==> config.mk <==
export PLATFORM = sky130hd
export DESIGN_NAME = if_stage
export DESIGN_NICKNAME = d
export VERILOG_FILES = /design/src/rtl/if_stage.sv
export SDC_FILE = /design/constraint.sdc
export NUM_CORES = 1
export LEC_CHECK = 0
export BUFFER_PORTS_ARGS = -buffer_cell sky130_fd_sc_hd__buf_2
export CAP_MARGIN = 40
export CORE_UTILIZATION = 45
export CTS_CLUSTER_SIZE = 25
export DETAILED_ROUTE_END_ITERATION = 8
export HOLD_SLACK_MARGIN = 0.08
export PLACE_DENSITY = 0.67
export SLEW_MARGIN = 10
export SYNTH_ARGS = -nofsm -noshare
export SYNTH_HDL_FRONTEND = slang
export SYNTH_SLANG_ARGS = --single-unit
export TNS_END_PERCENT = 5
==> constraint.sdc <==
create_clock -name clk -period 4.9 [get_ports clk]
set_input_delay 0.49 -clock clk [delete_from_list [all_inputs] [get_ports clk]]
set_output_delay 0.49 -clock clk [all_outputs]
set_load 0.05 [all_outputs]
==> src/rtl/if_stage.sv <==
// Instruction-fetch stage with IF/ID pipeline register and a one-entry skid buffer.
// One outstanding imem request at a time; redirects flush IF/ID and kill in-flight fetches.
module if_stage #(
  parameter logic [31:0] RESET_PC = 32'h0000_3000
) (
  input  logic        clk,
  input  logic        rst_n,
  output logic        imem_req,
  output logic [31:0] imem_addr,
  input  logic        imem_gnt,
  input  logic        imem_rvalid,
  input  logic [31:0] imem_rdata,
  input  logic        stall_ID,
  input  logic        redirect,
  input  logic [31:0] redirect_pc,
  output logic [31:0] pc_IF,
  output logic        valid_ID,
  output logic [31:0] pc4_ID,
  output logic [31:0] Instr_ID
);

  typedef enum logic [2:0] {StIdle, StReq, StWait, StBuf, StDrop} state_e;

  state_e      state_q;
  logic [31:0] pc_q;
  logic [31:0] fetch_addr_q;
  logic [31:0] skid_instr_q;
  logic [31:0] skid_addr_q;
  logic        valid_id_q;
  logic [31:0] pc4_id_q;
  logic [31:0] instr_id_q;

  logic        can_accept;
  logic        offer_valid;
  logic [31:0] offer_instr;
  logic [31:0] offer_addr;

  // Word offered to IF/ID this cycle: fresh memory data in WAIT, or the skid entry in BUF.
  always_comb begin
    can_accept  = !valid_id_q || !stall_ID;
    offer_valid = ((state_q == StWait) && imem_rvalid) || (state_q == StBuf);
    offer_instr = (state_q == StBuf) ? skid_instr_q : imem_rdata;
    offer_addr  = (state_q == StBuf) ? skid_addr_q : fetch_addr_q;
  end

  always_ff @(posedge clk or negedge rst_n) begin
    if (!rst_n) begin
      state_q      <= StIdle;
      pc_q         <= RESET_PC;
      fetch_addr_q <= '0;
      skid_instr_q <= '0;
      skid_addr_q  <= '0;
      valid_id_q   <= 1'b0;
      pc4_id_q     <= '0;
      instr_id_q   <= '0;
    end else if (redirect) begin
      // Redirect overrides gnt and stall; any outstanding response must be dropped.
      pc_q         <= redirect_pc & ~32'h3;
      valid_id_q   <= 1'b0;
      instr_id_q   <= '0;
      skid_instr_q <= '0;
      skid_addr_q  <= '0;
      case (state_q)
        StReq:   state_q <= imem_gnt ? StDrop : StReq;
        StWait:  state_q <= imem_rvalid ? StReq : StDrop;
        StBuf:   state_q <= StReq;
        StDrop:  state_q <= imem_rvalid ? StReq : StDrop;
        default: state_q <= StReq;
      endcase
    end else begin
      if (can_accept) begin
        valid_id_q <= offer_valid;
        instr_id_q <= offer_valid ? offer_instr : '0;
        if (offer_valid) pc4_id_q <= offer_addr + 32'd4;
      end
      case (state_q)
        StIdle: state_q <= StReq;
        StReq: begin
          if (imem_gnt) begin
            pc_q         <= pc_q + 32'd4;
            fetch_addr_q <= pc_q;
            state_q      <= StWait;
          end
        end
        StWait: begin
          if (imem_rvalid) begin
            if (can_accept) begin
              state_q <= StReq;
            end else begin
              skid_instr_q <= imem_rdata;
              skid_addr_q  <= fetch_addr_q;
              state_q      <= StBuf;
            end
          end
        end
        StBuf:   if (can_accept) state_q <= StReq;
        StDrop:  if (imem_rvalid) state_q <= StReq;
        default: state_q <= StIdle;
      endcase
    end
  end

  assign imem_req  = (state_q == StReq);
  assign imem_addr = pc_q;
  assign pc_IF     = pc_q;
  assign valid_ID  = valid_id_q;
  assign pc4_ID    = pc4_id_q;
  assign Instr_ID  = instr_id_q;

endmodule

==> results by stage <==
Synth:
- The share of synthesized registers carrying an async set or reset is 100%.
- The netlist uses 61 different library cells.
- Counting flops and latches in the post-synthesis netlist gives 190.
- Counting flops with a built-in enable in the synthesized netlist gives 0.
- By area the synthesized netlist is led by sky130_fd_sc_hd__dfrtp_1 (49%), sky130_fd_sc_hd__nand2_1 (9.9%), sky130_fd_sc_hd__mux2i_1 (6.1%), sky130_fd_sc_hd__o21ai_0 (4.7%), sky130_fd_sc_hd__mux2_2 (4.1%).
- The cell area that synthesis handed to floorplanning was 9640 um2.
- The main flop type after synthesis is sky130_fd_sc_hd__dfrtp_1.
- The top-area cell type share of the netlist area is 48.8%.
- The total of warnings raised by yosys is 0.
- The cell count after synthesis came out at roughly 1,000.
- The cell type with the largest total area after synthesis is sky130_fd_sc_hd__dfrtp_1.
- The proportion of synthesized chip area in sequential cells is between 40% and 50%.
- After synthesis, the mean cell area works out to 9.34 um2.

Worst setup path:
- The sort of element at the end of the critical path is a flip-flop.
- For flop-to-flop paths, the worst setup slack is between 1.5 and 2 ns.
- The required time of the critical path is 5.27 ns.
- The number of buffers and inverters on the critical path is 2.
- The arrival time at the worst endpoint is roughly 3.7 ns.
- The kind of cell with the highest combined delay along the critical path is simple AND/OR/NAND/NOR gates.
- The critical path goes through and3b_4 > nand2_1 > nand2_1 > ha_1 > inv_1 > nor4_1 > buf_4 > o22ai_1 > or4_1 > nand3_1.
- The worst setup path is of the reg -> reg kind.
- The kind of launch point of the worst setup path is a flip-flop.
- The cell type with the highest occurrence count on the critical path is sky130_fd_sc_hd__nand2_1.
- For this run, the slowest stage of the critical path takes between 0.9 and 1 ns.
- The largest fanout of any net on the critical path is 54.
- The critical-path cell with the highest stage delay is sky130_fd_sc_hd__and3b_4.

Floorplanning:
- The total die area is 22,000 um2.
- From left edge to right edge, the die measures between 100 and 150 um.
- The area of the core is about 21,000 um2.
- The die is between 100 and 150 um tall.
- The number of standard-cell rows in the floorplan is between 50 and 60.
- The initial utilization of the core area, before any placement, comes to 45.8%.
- The number of I/O pins is 200.

Finish:
- The post-route netlist has 24.2% of its cells at a drive strength greater than 1.
- The library cell used most frequently in the layout, excluding fill and tap cells, is sky130_fd_sc_hd__nand2_1.
- The layout has 1,953 filler cells.
- In the layout the commonest cells are sky130_fd_sc_hd__nand2_1 (254), sky130_fd_sc_hd__buf_2 (191), sky130_fd_sc_hd__dfrtp_1 (188).
- With fillers left out, the area of the finished cells amounts to 11,200 um2.
- The area growth from synthesis to layout is 16.4%.
- The final layout net count is 1,232.

Clocking:
- Counting along the longest clock path gives a buffer depth of 2.
- TritonCTS created 17 clock buffers.
- The TritonCTS clock tree is done.
- For the worst-skew pair, the clock arrives at the later sink with an insertion delay of about 0.43 ns.
- The sink count of the clock tree is 190.
- Once the clock tree was built, the setup fixing pass inserted 0 buffers.
- The CTS clock-pin slew for the worst setup and hold paths is roughly 0.070 ns.
- The H-tree depth is 4.
- In this run the clock root is driven by a sky130_fd_sc_hd__clkbuf_16.

Flow run:
- The number of max-capacitance violations reported is 0.

STA:
- Setup violations remaining at the end of the flow were counted as 0.
- The total count of hold-check failures in the final report is 0.
- The transition time of the tightest slew-check pin is between 0.8 and 0.9 ns.
- Static timing analysis puts the maximum clock frequency at about 300 MHz.
- The total count of max-transition violations in the final report is 0.
- Summed over all failing endpoints, the final setup total negative slack is 0 ns.
- The worst relative slew slack is about two fifths.
- Setup repair after global routing left no endpoint under its margin.
- The share of the clock period used by the worst path is 67.4%.
- Across the routed clock network, the largest skew measured is approximately 0.0094 ns.
- For the finished layout, the period the worst path requires is ~3.3 ns.

Detailed routing:
- For this block, the initial DRC count from the detailed router was approximately 480.
- The first detailed-routing pass took 5 iterations.
- The number of remaining DRC errors is 0.
- The count of nets left with antenna violations after detail routing is 0.
- The final wirelength is between 20,000 and 25,000 um.
- After detailed routing, the average wire length per cell comes to ~16 um.
- The average vias per placed instance is 5.32.
- The total via count after detailed routing is approximately 7,700.

Pwr:
- For this design the ratio of total power to cell area is 486 nW/um2.
- The highest ir drop seen on vdd is approximately 0.26 mV.
- The leakage power summed over all cells is roughly 5 nW.

Global routing:
- The first global-routing pass estimated between 30,000 and 40,000 um of wire.
- The initial antenna violation count is 1.
- The largest net degree at the start of global routing is a little under 80.
- The number of global-route vias before repair is 7,305.
- The total global routing overflow is 0.
- The total global routing track utilization is between 20% and 30%.

Worst hold path:
- The tightest min-delay check is of the in -> reg type.

Placed design:
- The placer's final routability congestion estimate is just over 0.8.
- The half-perimeter wire length after detailed placement is approximately 16,000 um.
- In this run the cell area measured after placement is between 10,000 and 15,000 um2.
- The count of buffers added on input and output ports is 193.

Outcome:
- The flow ran to the end, and the final reports show no timing, DRC or antenna violations.
synthesized netlist by cell type, drive strengths merged, types with 3 or more instances:
library cell  count
or4b              3
and3b             4
dfrtp           188
inv               6
a22oi             4
a21oi            70
o31ai             8
buf              52
and3             19
xnor2            23
o21ai            91
nor4             12
clkbuf           49
nor3b             3
nand2           254
nand4            21
xor2             22
mux2             35
nand3            28
nor2             19
and4              4
a222oi            3
mux2i            59
nor3             10
and2              3
nor2b             4
sequential cells by signal (all words and copies together) (netlist names):
name and cells:
Instr_ID 32, skid_instr_q 32, pc4_ID 31, skid_addr_q 31, fetch_addr_q 30, imem_addr 30
state_q 3, valid_ID 1
through the flow:
| stage | utilization, % | setup slack, ns | hold slack [ns] | power (mW) | std cells |
|---|---|---|---|---|---|
| 3_5_place_dp | 50.3 | 1.63 | 0.459 | 4.02 | 1415 |
| 5_1_grt | 53.3 | 1.38 | 0.258 | 5.74 | 1448 |
| 3_3_place_gp | 50.1 | 1.70 | 0.459 | 3.98 | 1413 |
| 4_1_cts | 53.3 | 1.61 | 0.249 | 5.49 | 1448 |
| 2_1_floorplan | - | 1.36 | 0.194 | 3.53 | 1035 |
| 6_report | 53.4 | 1.60 | 0.261 | 5.45 | 1449 |
final cells by class:
class	instances	area [um2]	share of cell area (%)
antenna	1	2.50	0.0223
clock buffer	19	443	3.95
clock inverter	13	179	1.60
inverter	6	22.5	0.201
multi-input combinational	738	4350	38.8
sequential	190	4760	42.4
tap	275	344	3.07
timing repair buffer	207	1120	9.96
power by group:
part           leakage, nW  total (mW)  internal (mW)  switching (mW)
sequential            2.50        2.20           1.85           0.346
combinational         2.22        1.79          0.560            1.24
clock                0.300        1.46          0.832           0.632
total                 5.02        5.45           3.24            2.21
worst register-to-register path: stages, from the launching register on:
cell and delay (ns):
sky130_fd_sc_hd__dfrtp_1 0.50, sky130_fd_sc_hd__and3b_4 0.93, sky130_fd_sc_hd__nand2_1 0.14, sky130_fd_sc_hd__nand2_1 0.14, sky130_fd_sc_hd__ha_1 0.20, sky130_fd_sc_hd__inv_1 0.10
sky130_fd_sc_hd__nor4_1 0.28, sky130_fd_sc_hd__buf_4 0.20, sky130_fd_sc_hd__o22ai_1 0.13, sky130_fd_sc_hd__or4_1 0.53, sky130_fd_sc_hd__nand3_1 0.09
layer usage:
| layer | part of all wire (%) | track usage (%) | vias up |
|---|---|---|---|
| li1 | - | - | 3791 |
| met1 | 51 | 32.9 | 3694 |
| met2 | 44 | 32.3 | 202 |
| met3 | 3.8 | 3.80 | 26 |
| met4 | 1.4 | 6.08 | 0 |
| met5 | 0 | 0 | - |
kinds of logic after synthesis:
kind of cell    count (synthesis)  synth area share (%)
simple gates                  398                  19.0
flops                         190                  49.4
xor+xnor                       45                  4.09
compound gates                195                  11.3
fa+ha+maj                       2                 0.260
buf+inv                       107                  5.75
other cells                     1                0.0389
mux                            94                  10.2
final timing paths:
check | startpoint | to | cells after the start
max | state_q[2]$_DFFE_PN0P_ | pc4_ID[24]$_DFFE_PN0P_ | 10
min | redirect_pc[18] | imem_addr[18]$_DFFE_PN0N_ | 3
max reg2reg | state_q[2]$_DFFE_PN0P_ | pc4_ID[24]$_DFFE_PN0P_ | 10
min reg2reg | Instr_ID[24]$_DFFE_PN0P_ | Instr_ID[24]$_DFFE_PN0P_ | 2
max in group asynchronous | rst_n | imem_addr[12]$_DFFE_PN1N_ | 4
min in group asynchronous | rst_n | Instr_ID[26]$_DFFE_PN0P_ | 2
repair_timing:
action                                  in CTS  in global routing
hold endpoints to repair                    43                  0
hold buffers                                 1                  0
gates resized for setup                      0                  0
endpoints found under the setup margin       0                  0
Note: power is estimated with default switching activity, not from simulation.
